===== src/rtl/sr_bank_sched.sv =====
// Sequencer/arbiter driving the shared d/s/r/enable controls of an SR flop bank.
// Optional build macro SR_BANK_SCHED_PRIORITY_EN selects fixed lowest-index priority instead of round-robin.
module sr_bank_sched #(
   parameter int NREQ     = 4,
   parameter int WIDTH    = 8,
   parameter int PULSE    = 2,
   parameter int RECOVERY = 2
) (
   input  logic                    clk,
   input  logic                    rst,
   input  logic [NREQ-1:0]         req,
   input  logic [2*NREQ-1:0]       op,
   input  logic [WIDTH*NREQ-1:0]   wdata,
   output logic [NREQ-1:0]         grant,
   output logic                    done,
   output logic                    err,
   output logic                    bank_en,
   output logic [WIDTH-1:0]        bank_d,
   output logic [WIDTH-1:0]        bank_s,
   output logic [WIDTH-1:0]        bank_r
);

   localparam int PW   = (NREQ > 1) ? $clog2(NREQ) : 1;
   localparam int MAXC = (PULSE > RECOVERY) ? PULSE : RECOVERY;
   localparam int CW   = $clog2(MAXC + 1);

   typedef enum logic [1:0] {IDLE, DRIVE, RECOVER} state_t;

   state_t            state, state_nxt;
   logic [CW-1:0]     cnt, cnt_nxt;
   logic [1:0]        lop, lop_nxt;
   logic [WIDTH-1:0]  ldata, ldata_nxt;
   logic [NREQ-1:0]   grant_nxt;
   logic              done_nxt, err_nxt, en_nxt;
   logic [WIDTH-1:0]  d_nxt, s_nxt, r_nxt;
   logic              win_valid;
   logic [PW-1:0]     win_idx;
   logic [1:0]        win_op;
   logic [WIDTH-1:0]  win_data;

`ifndef SR_BANK_SCHED_PRIORITY_EN
   logic [PW-1:0]     ptr;
   logic [PW-1:0]     widx;

   // Pointer moves past the winner only once its operation completes, so an aborted op keeps its turn
   always_ff @(posedge clk) begin
      if (rst) begin
         ptr  <= '0;
         widx <= '0;
      end else begin
         if (state == IDLE && win_valid)
            widx <= win_idx;
         if (done)
            ptr <= (widx == PW'(NREQ-1)) ? '0 : widx + PW'(1);
      end
   end
`endif

   // Scan downward so the candidate closest to the start position is the last to overwrite
   always_comb begin
      win_valid = 1'b0;
      win_idx   = '0;
      for (int k = NREQ-1; k >= 0; k--) begin
`ifdef SR_BANK_SCHED_PRIORITY_EN
         if (req[k]) begin
            win_valid = 1'b1;
            win_idx   = PW'(k);
         end
`else
         if (req[(int'(ptr) + k) % NREQ]) begin
            win_valid = 1'b1;
            win_idx   = PW'((int'(ptr) + k) % NREQ);
         end
`endif
      end
      win_op   = op[2*int'(win_idx) +: 2];
      win_data = wdata[WIDTH*int'(win_idx) +: WIDTH];
   end

   // Next-state and next-output values; every output is registered one edge later
   always_comb begin
      state_nxt = state;
      cnt_nxt   = cnt;
      lop_nxt   = lop;
      ldata_nxt = ldata;
      grant_nxt = grant;
      done_nxt  = 1'b0;
      err_nxt   = 1'b0;
      en_nxt    = 1'b0;
      d_nxt     = '0;
      s_nxt     = '0;
      r_nxt     = '0;
      case (state)
         IDLE: begin
            grant_nxt = '0;
            if (win_valid) begin
               state_nxt = DRIVE;
               cnt_nxt   = '0;
               lop_nxt   = win_op;
               ldata_nxt = win_data;
               grant_nxt = NREQ'(1) << win_idx;
               case (win_op)
                  2'b00: begin
                     en_nxt   = 1'b1;
                     d_nxt    = win_data;
                     done_nxt = 1'b1;
                  end
                  2'b01: s_nxt = win_data;
                  2'b10: r_nxt = win_data;
                  default: begin
                     done_nxt = 1'b1;
                     err_nxt  = 1'b1;
                  end
               endcase
            end
         end
         DRIVE: begin
            if (lop == 2'b00 || lop == 2'b11) begin
               state_nxt = IDLE;
               grant_nxt = '0;
            end else if (cnt == CW'(PULSE-1)) begin
               state_nxt = RECOVER;
               cnt_nxt   = '0;
               done_nxt  = (RECOVERY == 1);
            end else begin
               cnt_nxt = cnt + CW'(1);
               if (lop == 2'b01) s_nxt = ldata;
               else              r_nxt = ldata;
            end
         end
         RECOVER: begin
            if (cnt == CW'(RECOVERY-1)) begin
               state_nxt = IDLE;
               grant_nxt = '0;
            end else begin
               cnt_nxt  = cnt + CW'(1);
               done_nxt = (cnt + CW'(1) == CW'(RECOVERY-1));
            end
         end
         default: begin
            state_nxt = IDLE;
            grant_nxt = '0;
         end
      endcase
   end

   always_ff @(posedge clk) begin
      if (rst) begin
         state   <= IDLE;
         cnt     <= '0;
         lop     <= '0;
         ldata   <= '0;
         grant   <= '0;
         done    <= 1'b0;
         err     <= 1'b0;
         bank_en <= 1'b0;
         bank_d  <= '0;
         bank_s  <= '0;
         bank_r  <= '0;
      end else begin
         state   <= state_nxt;
         cnt     <= cnt_nxt;
         lop     <= lop_nxt;
         ldata   <= ldata_nxt;
         grant   <= grant_nxt;
         done    <= done_nxt;
         err     <= err_nxt;
         bank_en <= en_nxt;
         bank_d  <= d_nxt;
         bank_s  <= s_nxt;
         bank_r  <= r_nxt;
      end
   end

endmodule


===== config.mk =====
export PLATFORM = sky130hd
export DESIGN_NAME = sr_bank_sched
export DESIGN_NICKNAME = d
export VERILOG_FILES = /design/src/rtl/sr_bank_sched.sv
export SDC_FILE = /design/constraint.sdc
export NUM_CORES = 1
export LEC_CHECK = 0
export BUFFER_PORTS_ARGS = -buffer_cell sky130_fd_sc_hd__buf_4
export CORE_MARGIN = 2
export CORE_UTILIZATION = 50
export DETAILED_ROUTE_END_ITERATION = 10
export GPL_TIMING_DRIVEN = 0
export PLACE_DENSITY = 0.84
export SYNTH_ARGS = -nofsm -noshare
export SYNTH_HDL_FRONTEND = slang
export SYNTH_SLANG_ARGS = --single-unit
export TNS_END_PERCENT = 100

===== constraint.sdc =====
create_clock -name clk -period 2.84 [get_ports clk]
set_input_delay 0.284 -clock clk [delete_from_list [all_inputs] [get_ports clk]]
set_output_delay 0.284 -clock clk [all_outputs]
set_load 0.02 [all_outputs]

Word-level counts from Yosys, hierarchy flattened
Index checks and enable logic that the tools add are counted.

Register bits: 49. Input port bits: 46. Output and inout bits: 31. Logic and storage cells: 115.

Add/sub/neg operators: 5. Magnitude comparators: 4. Equal/unequal tests: 15. Shift-type cells: 3. Muxes and demuxes: 52. Bitwise operators: 6. Reduce and logical (&&, ||, !) cells: 17.

Operator list (number): $mux W8 (10); $pmux W8 S2 (2); $shiftx A32 B6 Y8 (1); $mux W2 (13); $mux W1 (16); $lt A3 B4 Y1 const B (3); $mux W4 (3); $pmux W2 S3 (2); $pmux W4 S3 (1); $eq A2 B1 Y1 const B (5); $ne A2 B2 Y1 const B (5); $bmux W1 S2 (4); $eq A2 B2 Y1 const B (4); $reduce_or A2 Y1 (4); $shiftx A8 B4 Y2 (1); $add A2 B1 Y2 const B (3); $logic_not A2 Y1 (3); $reduce_or A3 Y1 (2); $add A2 B2 Y2 const B (2); $reduce_and A2 Y1 (2); $reduce_and A4 Y1 (1); $reduce_or A4 Y1 (1); $shl A1 B2 Y4 const A (1); $and A1 B1 Y1 const A (3); other kinds (8) (10).

Depth between registers and ports, before layout
Gate-level depths: netlist (run 1).

Word-level depth: 16. Depth in mapped cells: 11. Depth with buffers taken out: 9.

Least setup slack after synthesis (run 1)
OpenSTA, ideal clock, no wires.

Path type: register to register. Start point: register ptr[1]. End point: register bank_r[7]. Setup time: 0.136 ns. Data arrival time: 2.201 ns. Data required time: 2.704 ns. Path slack: 0.502 ns. Stages on the path, launching flop included: 9. Buffers on the path: 1. Period minus slack after synthesis: 2.338 ns. Path through: dfxtp_1 -> mux2i_1 -> nor2_1 -> nor3_2 -> clkbuf_1 -> mux2_2 -> ha_1 -> nand3_1 -> o221ai_1.

Word-level cells in the longest chain between the ends: 13. Elaborated cells on any way between the ends: 28. Classes of those cells: 3 x add/sub; 1 x eq/ne; 2 x shift; 22 x mux.

Ends and longest elaborated chain: from (decl) (line 42) `logic [PW-1:0] ptr;`; from (signal assigned) (line 54) `ptr <= (widx == PW'(NREQ-1)) ? '0 : widx + PW'(1);`; $add A2 B2 Y2 (line 70, 72); $bmux W1 S2 (line 70) `if (req[(int'(ptr) + k) % NREQ]) begin`; $mux W1 (not written as such) (2 in series) (line 70); $mux W2 (4 in series) (line 70); $shiftx A8 B4 Y2 (line 76) `win_op = op[2*int'(win_idx) +: 2];`; $eq A2 B2 Y1 (line 102) `case (win_op)`; $mux W8 (line 102); $mux W8 (*) (line 96) `if (win_valid) begin`; $pmux W8 S2 (*) (line 93) `case (state)`; to (signal assigned) (line 171) `bank_r <= r_nxt;`; to (decl) (line 20) `output logic [WIDTH-1:0] bank_r`.

Mark *: on every way between the ends. The rest lies on a longest branch, timed or not. The select of a mux whose other input is x is not followed. A chain may end at the register's enable or synchronous reset.

Worst setup path in the final report (run 1)
Start point: register ptr[1]. End point: register bank_s[7].

Word-level cells in the longest chain between the ends: 13. Elaborated cells on any way between the ends: 28. Classes of those cells: 3 x add/sub; 1 x eq/ne; 2 x shift; 22 x mux.

Ends and longest elaborated chain: $add A2 B2 Y2 (line 70, 72); $bmux W1 S2 (line 70); $mux W1 (not written as such) (2 in series) (line 70); $mux W2 (4 in series) (line 70); $shiftx A8 B4 Y2 (line 76); $eq A2 B1 Y1 (line 102); $mux W8 (line 102); $mux W8 (*) (line 96); $pmux W8 S2 (*) (line 93); to (signal assigned) (line 170) `bank_s <= s_nxt;`; to (decl) (line 19) `output logic [WIDTH-1:0] bank_s,`.

Marks and branches as above.

==> results.sh, run 1 <==
export IMPL_grt_pass1_wl_um=10340
export IMPL_syn_to_final_growth_pct=34.45
export IMPL_drive_above_1_share=0.3156
export IMPL_synth_common_cells="dfxtp_1 (49), nand2_1 (33), o221ai_1 (26)"
export IMPL_die_w_um=73.25
export IMPL_nets=397
export IMPL_dr_wl_met3_um=498
export IMPL_synthCells=255
export IMPL_cts_buffer_depth=2
export IMPL_worst_slew_pin_slew_ps=1428
export IMPL_yosysMostFrequentCell="dfxtp_1"
export IMPL_yosys_top_cells_area="dfxtp_1 (41%), o221ai_1 (9.5%), mux2i_1 (7.1%)"
export IMPL_synth_compound_area_frac=0.2406
export IMPL_min_period_ps=2704
export IMPL_synth_top_family_by_area="compound AO/OA/AOI/OAI gates"
export IMPL_row_count=25
export IMPL_n_antenna_cell=0
export IMPL_status="finished clean"
export IMPL_overflow=0
export IMPL_ys_flop_type="dfxtp_1"
export IMPL_synth_simple_area_share=0.1654
export IMPL_critPathArrivalTime_ps=2920
export IMPL_setup_viol_count_final=0
export IMPL_wl_per_cell_um=17.31
export IMPL_muxShareOfSynthArea=0.08038
export IMPL_dr_pass1_iters=5
export IMPL_netlist_area_um2=2397
export IMPL_skew_ps=13.15
export IMPL_die_area_um2=5365
export IMPL_crit_fanout=10
export IMPL_max_freq_mhz=369.8
export IMPL_multiInputGateArea_um2=1401
export IMPL_slew_violations=0
export IMPL_port_buffers=75
export IMPL_wl_met2_um=3292
export IMPL_crit_path_start_kind="flip-flop"
export IMPL_clock_latency_ps=310
export IMPL_stdcell_area_um2=3223
export IMPL_synthArstFlopShare=0
export IMPL_first_global_vias=2192
export IMPL_grt_usage=0.2504
export IMPL_syn_num_nets=314
export IMPL_die_h_um=73.25
export IMPL_place_gp_congestion=0.9042
export IMPL_maxSlewHeadroom=0.03894
export IMPL_cts_buffers=5
export IMPL_vias_per_cell=5.931
export IMPL_ys_seq_area_frac=0.4092
export IMPL_clockRootBuffer="clkbuf_8"
export IMPL_finalHoldViolCount=0
export IMPL_hold_class="in2reg"
export IMPL_endpoint_kind="flip-flop"
export IMPL_wl_met1_um=2938
export IMPL_dr_max_layer_used="met4"
export IMPL_vias=2331
export IMPL_start_util=0.5144
export IMPL_path_clk_slew_ps=90
export IMPL_post_route_period_util=0.9522
export IMPL_synth_adder_area_share=0.06785
export IMPL_post_cts_buffers=0
export IMPL_final_util=0.6915
export IMPL_cts_tree="yes"
export IMPL_drc=0
export IMPL_cellLeakagePower_nw=1.341
export IMPL_grt_max_degree=17
export IMPL_initialDrtViolationCount=144
export IMPL_antenna_found_initial=0
export IMPL_routed_wl_um=6802
export IMPL_required_ps=3060
export IMPL_pin_count=77
export IMPL_antenna_left=0
export IMPL_seq_area_um2=980.9
export IMPL_ys_ff_latch=49
export IMPL_yosysWarningCount=0
export IMPL_path_class="reg2reg"
export IMPL_yosysTopAreaCell="dfxtp_1"
export IMPL_coreArea_um2=4661
export IMPL_synth_xor_area_share=0
export IMPL_fillers=349
export IMPL_p_per_area_nw_per_um2=786.0
export IMPL_ir_worst_vdd_mv=0.3945
export IMPL_cts_sinks=49
export IMPL_drv_cap=0
export IMPL_place_area_um2=3028
export IMPL_synth_top_area_frac=0.4092
export IMPL_synth_distinct_cells=35
export IMPL_syn_avg_cell_area_um2=9.401
export IMPL_synth_edf_count=0
export IMPL_dpl_hpwl_um=4938
export IMPL_htreeDepth=2
==> per-layer routing <==
layer | global-route usage | vias up
met4 | 0.05967 | 0
met5 | 0 | -
met3 | 0.04006 | 8
met1 | 0.3408 | 1097
li1 | - | 1135
met2 | 0.4154 | 91
==> final timing paths <==
check                        startpoint               endpoint  slack [ps]  depth (start not counted)
setup / recovery    ptr[1]$_SDFFE_PP0P_   bank_s[7]$_SDFF_PP0_         140                         10
hold / removal                wdata[19]   bank_r[3]$_SDFF_PP0_         330                          3
setup reg to reg    ptr[1]$_SDFFE_PP0P_   bank_s[7]$_SDFF_PP0_         140                         10
hold reg to reg   grant[3]$_SDFFE_PP0P_  grant[3]$_SDFFE_PP0P_         450                          2
==> worst max-delay path: stages (launching register included) <==
cell	delay, ps
dfxtp_1	360
and2_4	170
o221ai_4	270
and2_1	170
buf_2	160
buf_2	270
mux2i_4	310
mux2_2	200
ha_1	210
nand3_2	200
o221ai_1	300
==> placed cells by master, fill, tap and decap left out, types with 8 or more instances in the layout <==
cell type,n
a211oi_1,16
a21boi_0,8
a21oi_1,20
buf_4,75
dfxtp_1,49
ha_1,13
inv_1,9
mux2i_1,13
nand2_1,33
nand3b_1,9
nor2_1,8
o221ai_1,26
==> registers in the layout, summed over array words and instances (netlist names) <==
register and cells:
ldata 8, grant 4, err 1, lop 2
ptr 2, bank_d 8, bank_s 8, done 1
bank_en 1, state 2, cnt 2, bank_r 8
widx 2
==> metrics by stage <==
| step | setup WS [ps] | setup TNS (ps) | instances | hold WS, ps | total power (W) |
|---|---|---|---|---|---|
| 6_report | 135.8 | 0 | 393 | 328.1 | 0.002534 |
| 3_3_place_gp | -197.1 | -2311 | 384 | 440.6 | 0.001945 |
| 4_1_cts | 7.362 | 0 | 392 | 330.3 | 0.002493 |
| 3_5_place_dp | -229.8 | -3069 | 384 | 445.7 | 0.001975 |
| 2_1_floorplan | 502.3 | 0 | 255 | 440.0 | 0.001627 |
| 5_1_grt | -12.17 | -28.15 | 393 | 349.8 | 0.002678 |
==> power breakdown <==
part / switching [W] / internal (W)
clock network: 0.000242 / 0.000264
logic: 0.000653 / 0.000435
registers: 0.0000958 / 0.000844
total: 0.000991 / 0.00154
==> cell type report <==
cell class / count / share of cell area
Multi-Input combinational cell: 186 / 0.4348
Sequential cell: 49 / 0.3043
Timing Repair Buffer: 76 / 0.1762
Clock buffer: 5 / 0.02135
Tap cell: 54 / 0.02096
Buffer: 11 / 0.01747
Clock inverter: 3 / 0.01436
Inverter: 9 / 0.01048
==> timing repair <==
action	CTS	global route
setup endpoints to repair	22	21
gates resized for setup	5	11
hold buffers	0	0
==> cell families after synthesis <==
family / count (synthesis)
adders and majority gates: 13
buffers and inverters: 20
DFF: 49
muxes: 19
and+or+nand+nor: 76
AOI/OAI and AO/OA: 78
Power figures use the tool's default switching activity.
==> run 2: changes to the inputs <==
- ABC_AREA: unset -> 1
- CORE_UTILIZATION: 50 -> 52
- PLACE_DENSITY: 0.84 -> 0.85
- clock period: 2.84 -> 3 ns (I/O delays scaled with it)
==> run 2 against run 1 <==
Effect of this change:
- worst hold slack improved by 49 ps
- clock power decreased by 6.3%
- sequential cell count unchanged
- synthesized area increased by 14%
- highest routed layer unchanged
- worst setup slack improved by 340 ps
- count of clock-buffer cells in the layout increased by 1
- final cell count increased by 41%
- combinational power increased by 90%
- critical path type unchanged
- first-iteration DRC count increased by 52%
- via count increased by 21%
- register-to-register slack improved by 340 ps
- clock skew about the same
==> results.sh, run 2 <==
export IMPL_yosysWarningCount=0
export IMPL_synthCells=400
export IMPL_drc=0
export IMPL_layout_cells_most_common_list="nand2_1 (110), buf_4 (75), inv_1 (58)"
export IMPL_status="finished clean"
export IMPL_p_sw_w=0.001662
export IMPL_grt_pass1_wl_um=11520
export IMPL_synth_top_area_frac=0.3590
export IMPL_skew_ps=13.06
export IMPL_path_class="reg2reg"
export IMPL_cts_buffer_depth=2
export IMPL_clock_latency_ps=310
export IMPL_detailedPlace_worstSlack_ps=490.6
export IMPL_crit_buf_inv=4
export IMPL_rsz0062_at_grt="no"
export IMPL_cp_slowest_cell="dfxtp_1"
export IMPL_cts_sinks=49
export IMPL_holdWs_ps=376.8
export IMPL_ys_ff_latch=49
export IMPL_ys_flop_type="dfxtp_1"
export IMPL_final_common_cell="nand2_1"
export IMPL_critPathArrivalTime_ps=2710
export IMPL_grt_usage=0.2376
export IMPL_hold_class="in2reg"
export IMPL_vias_per_cell=5.114
export IMPL_synth_edf_count=0
export IMPL_pwr_share_comb=0.589
export IMPL_pin_count=77
export IMPL_post_route_period_util=0.8427
export IMPL_cts_tree="yes"
export IMPL_ir_worst_vdd_mv=0.6428
export IMPL_ys_seq_area_frac=0.3590
export IMPL_worst_slack_ps=472.0
export IMPL_crit_top_cell="nand2_1"
export IMPL_cellLeakagePower_nw=1.853
export IMPL_netlist_area_um2=2733
export IMPL_port_buffers=75
export IMPL_endpoint_kind="flip-flop"
export IMPL_required_ps=3180
export IMPL_dpl_hpwl_um=5176
export IMPL_slew_violations=0
export IMPL_internal_power_w=0.001848
export IMPL_postCtsHoldBufs=0
export IMPL_grt_max_degree=16
export IMPL_yosys_top_cells_area="dfxtp_1 (36%), nand2_1 (15%), inv_1 (8.0%)"
export IMPL_p_seq_frac=0.276
export IMPL_die_area_um2=5851
export IMPL_path_clk_slew_ps=90
export IMPL_worst_slew_pin_slew_ps=607.3
export IMPL_p_per_area_nw_per_um2=1004
export IMPL_die_h_um=76.49
export IMPL_swShare=0.4734
export IMPL_place_gp_congestion=0.8657
export IMPL_start_util=0.5385
export IMPL_routed_wl_um=6870
export IMPL_crit_path_start_kind="flip-flop"
export IMPL_maxSlewHeadroom=0.5936
export IMPL_n_antenna_cell=0
export IMPL_row_count=26
export IMPL_clkPwrFrac=0.135
export IMPL_drive_above_1_share=0.2567
export IMPL_cts_buffers=5
export IMPL_cp_slowest_stage_delay_ps=410
export IMPL_synth_common_cells="nand2_1 (110), inv_1 (58), dfxtp_1 (49)"
export IMPL_fillers=449
export IMPL_yosysTopAreaCell="dfxtp_1"
export IMPL_wl_per_cell_um=12.42
export IMPL_finalHoldViolCount=0
export IMPL_cts_resized=0
export IMPL_dr_pass1_iters=5
export IMPL_min_period_ps=2528
export IMPL_crit_fanout=10
export IMPL_yosysMostFrequentCell="nand2_1"
export IMPL_nets=541
export IMPL_setup_viol_count_final=0
export IMPL_path_cells="buf_6 -> xnor2_1 -> nand2_1 -> nand3_2 -> nand3_2 -> nand2_4 -> buf_8 -> nand2_1 -> nand2_1 -> nand2_1 -> nand2_2 -> inv_1 -> ha_1 -> buf_2 -> nand4_1 -> a21oi_1"
export IMPL_clockRootBuffer="clkbuf_8"
export IMPL_syn_num_nets=459
export IMPL_max_freq_mhz=395.6
export IMPL_multiInputGateArea_um2=1434
export IMPL_post_cts_buffers=0
export IMPL_synthArstFlopShare=0
export IMPL_vias=2828
export IMPL_seq_area_um2=980.9
export IMPL_antenna_left=0
export IMPL_coreArea_um2=5075
export IMPL_initialDrtViolationCount=219
export IMPL_total_power_w=0.003510
export IMPL_overflow=0
export IMPL_tns_ps=0
export IMPL_die_w_um=76.49
export IMPL_syn_to_final_growth_pct=27.88
export IMPL_synth_distinct_cells=29
export IMPL_place_area_um2=3383
export IMPL_syn_avg_cell_area_um2=6.832
export IMPL_htreeDepth=2
export IMPL_drv_cap=0
export IMPL_crit_family="simple AND/OR/NAND/NOR gates"
export IMPL_antenna_found_initial=0
export IMPL_first_global_vias=2673
export IMPL_stdcell_area_um2=3495
[run 2: cell types whose count changed after synthesis, moves of 9 or more]
cell      change
nand2_1      +77
inv_1        +49
nand3_1      +29
o221ai_1     -26
nand2_2      +20
mux2i_1      -17
a211oi_1     -14
a21oi_1      +14
nor2_1       +14
nand4_1      +11
nand3b_1      -9
[run 2: cell families (layout without fill, tap and decap cells)]
kind of cell | after synthesis | in the layout | synth area share
xor gates and xnor gates | 1 | 1 | 0.003206
DFF | 49 | 49 | 0.3590
and+or+nand+nor | 209 | 209 | 0.3553
adders and majority gates | 13 | 13 | 0.05953
buffers and inverters | 75 | 158 | 0.1163
AOI/OAI and AO/OA | 53 | 53 | 0.1067
[run 2: layout make-up]
cell class / instances / area share
clock buffer: 6 / 0.02077
timing repair buffer: 75 / 0.1611
clock inverter: 2 / 0.01110
multi-input combinational: 276 / 0.4103
sequential: 49 / 0.2807
tap: 70 / 0.02506
buffer: 15 / 0.02649
inverter: 60 / 0.06445
[run 2: power by group through the flow]
stage / clock [W] / sequential [W] / combinational (W)
2_1_floorplan: 0 / 0.00112 / 0.00131
3_5_place_dp: 0 / 0.000981 / 0.00203
5_1_grt: 0.000494 / 0.000994 / 0.00230
4_1_cts: 0.000472 / 0.000969 / 0.00205
6_report: 0.000474 / 0.000970 / 0.00207
3_3_place_gp: 0 / 0.000973 / 0.00198
[run 2: worst paths after layout]
check                                            from                     to  slack, ps  cells after the start
worst max-delay path              ptr[0]$_SDFFE_PP0P_   bank_r[1]$_SDFF_PP0_        470                     16
worst min-delay path                              rst    cnt[1]$_SDFFE_PP0P_        380                      2
worst max register to register    ptr[0]$_SDFFE_PP0P_   bank_r[1]$_SDFF_PP0_        470                     16
worst min register to register  grant[1]$_SDFFE_PP0P_  grant[1]$_SDFFE_PP0P_        490                      2
[run 2: metrics by stage]
step                cells    util
finish                553  0.6886
global route          553  0.6886
CTS                   553  0.6886
detailed placement    545  0.6667
global placement      545  0.6667
floorplan             400       -
[run 2: metal layers]
metal / GRT usage / routed length [um] / part of all wire
met1: 0.2790 / 2908 / 0.42
met2: 0.4381 / 3448 / 0.50
met3: 0.04502 / 363 / 0.053
met4: 0.06727 / 149 / 0.022
met5: 0 / 0 / 0
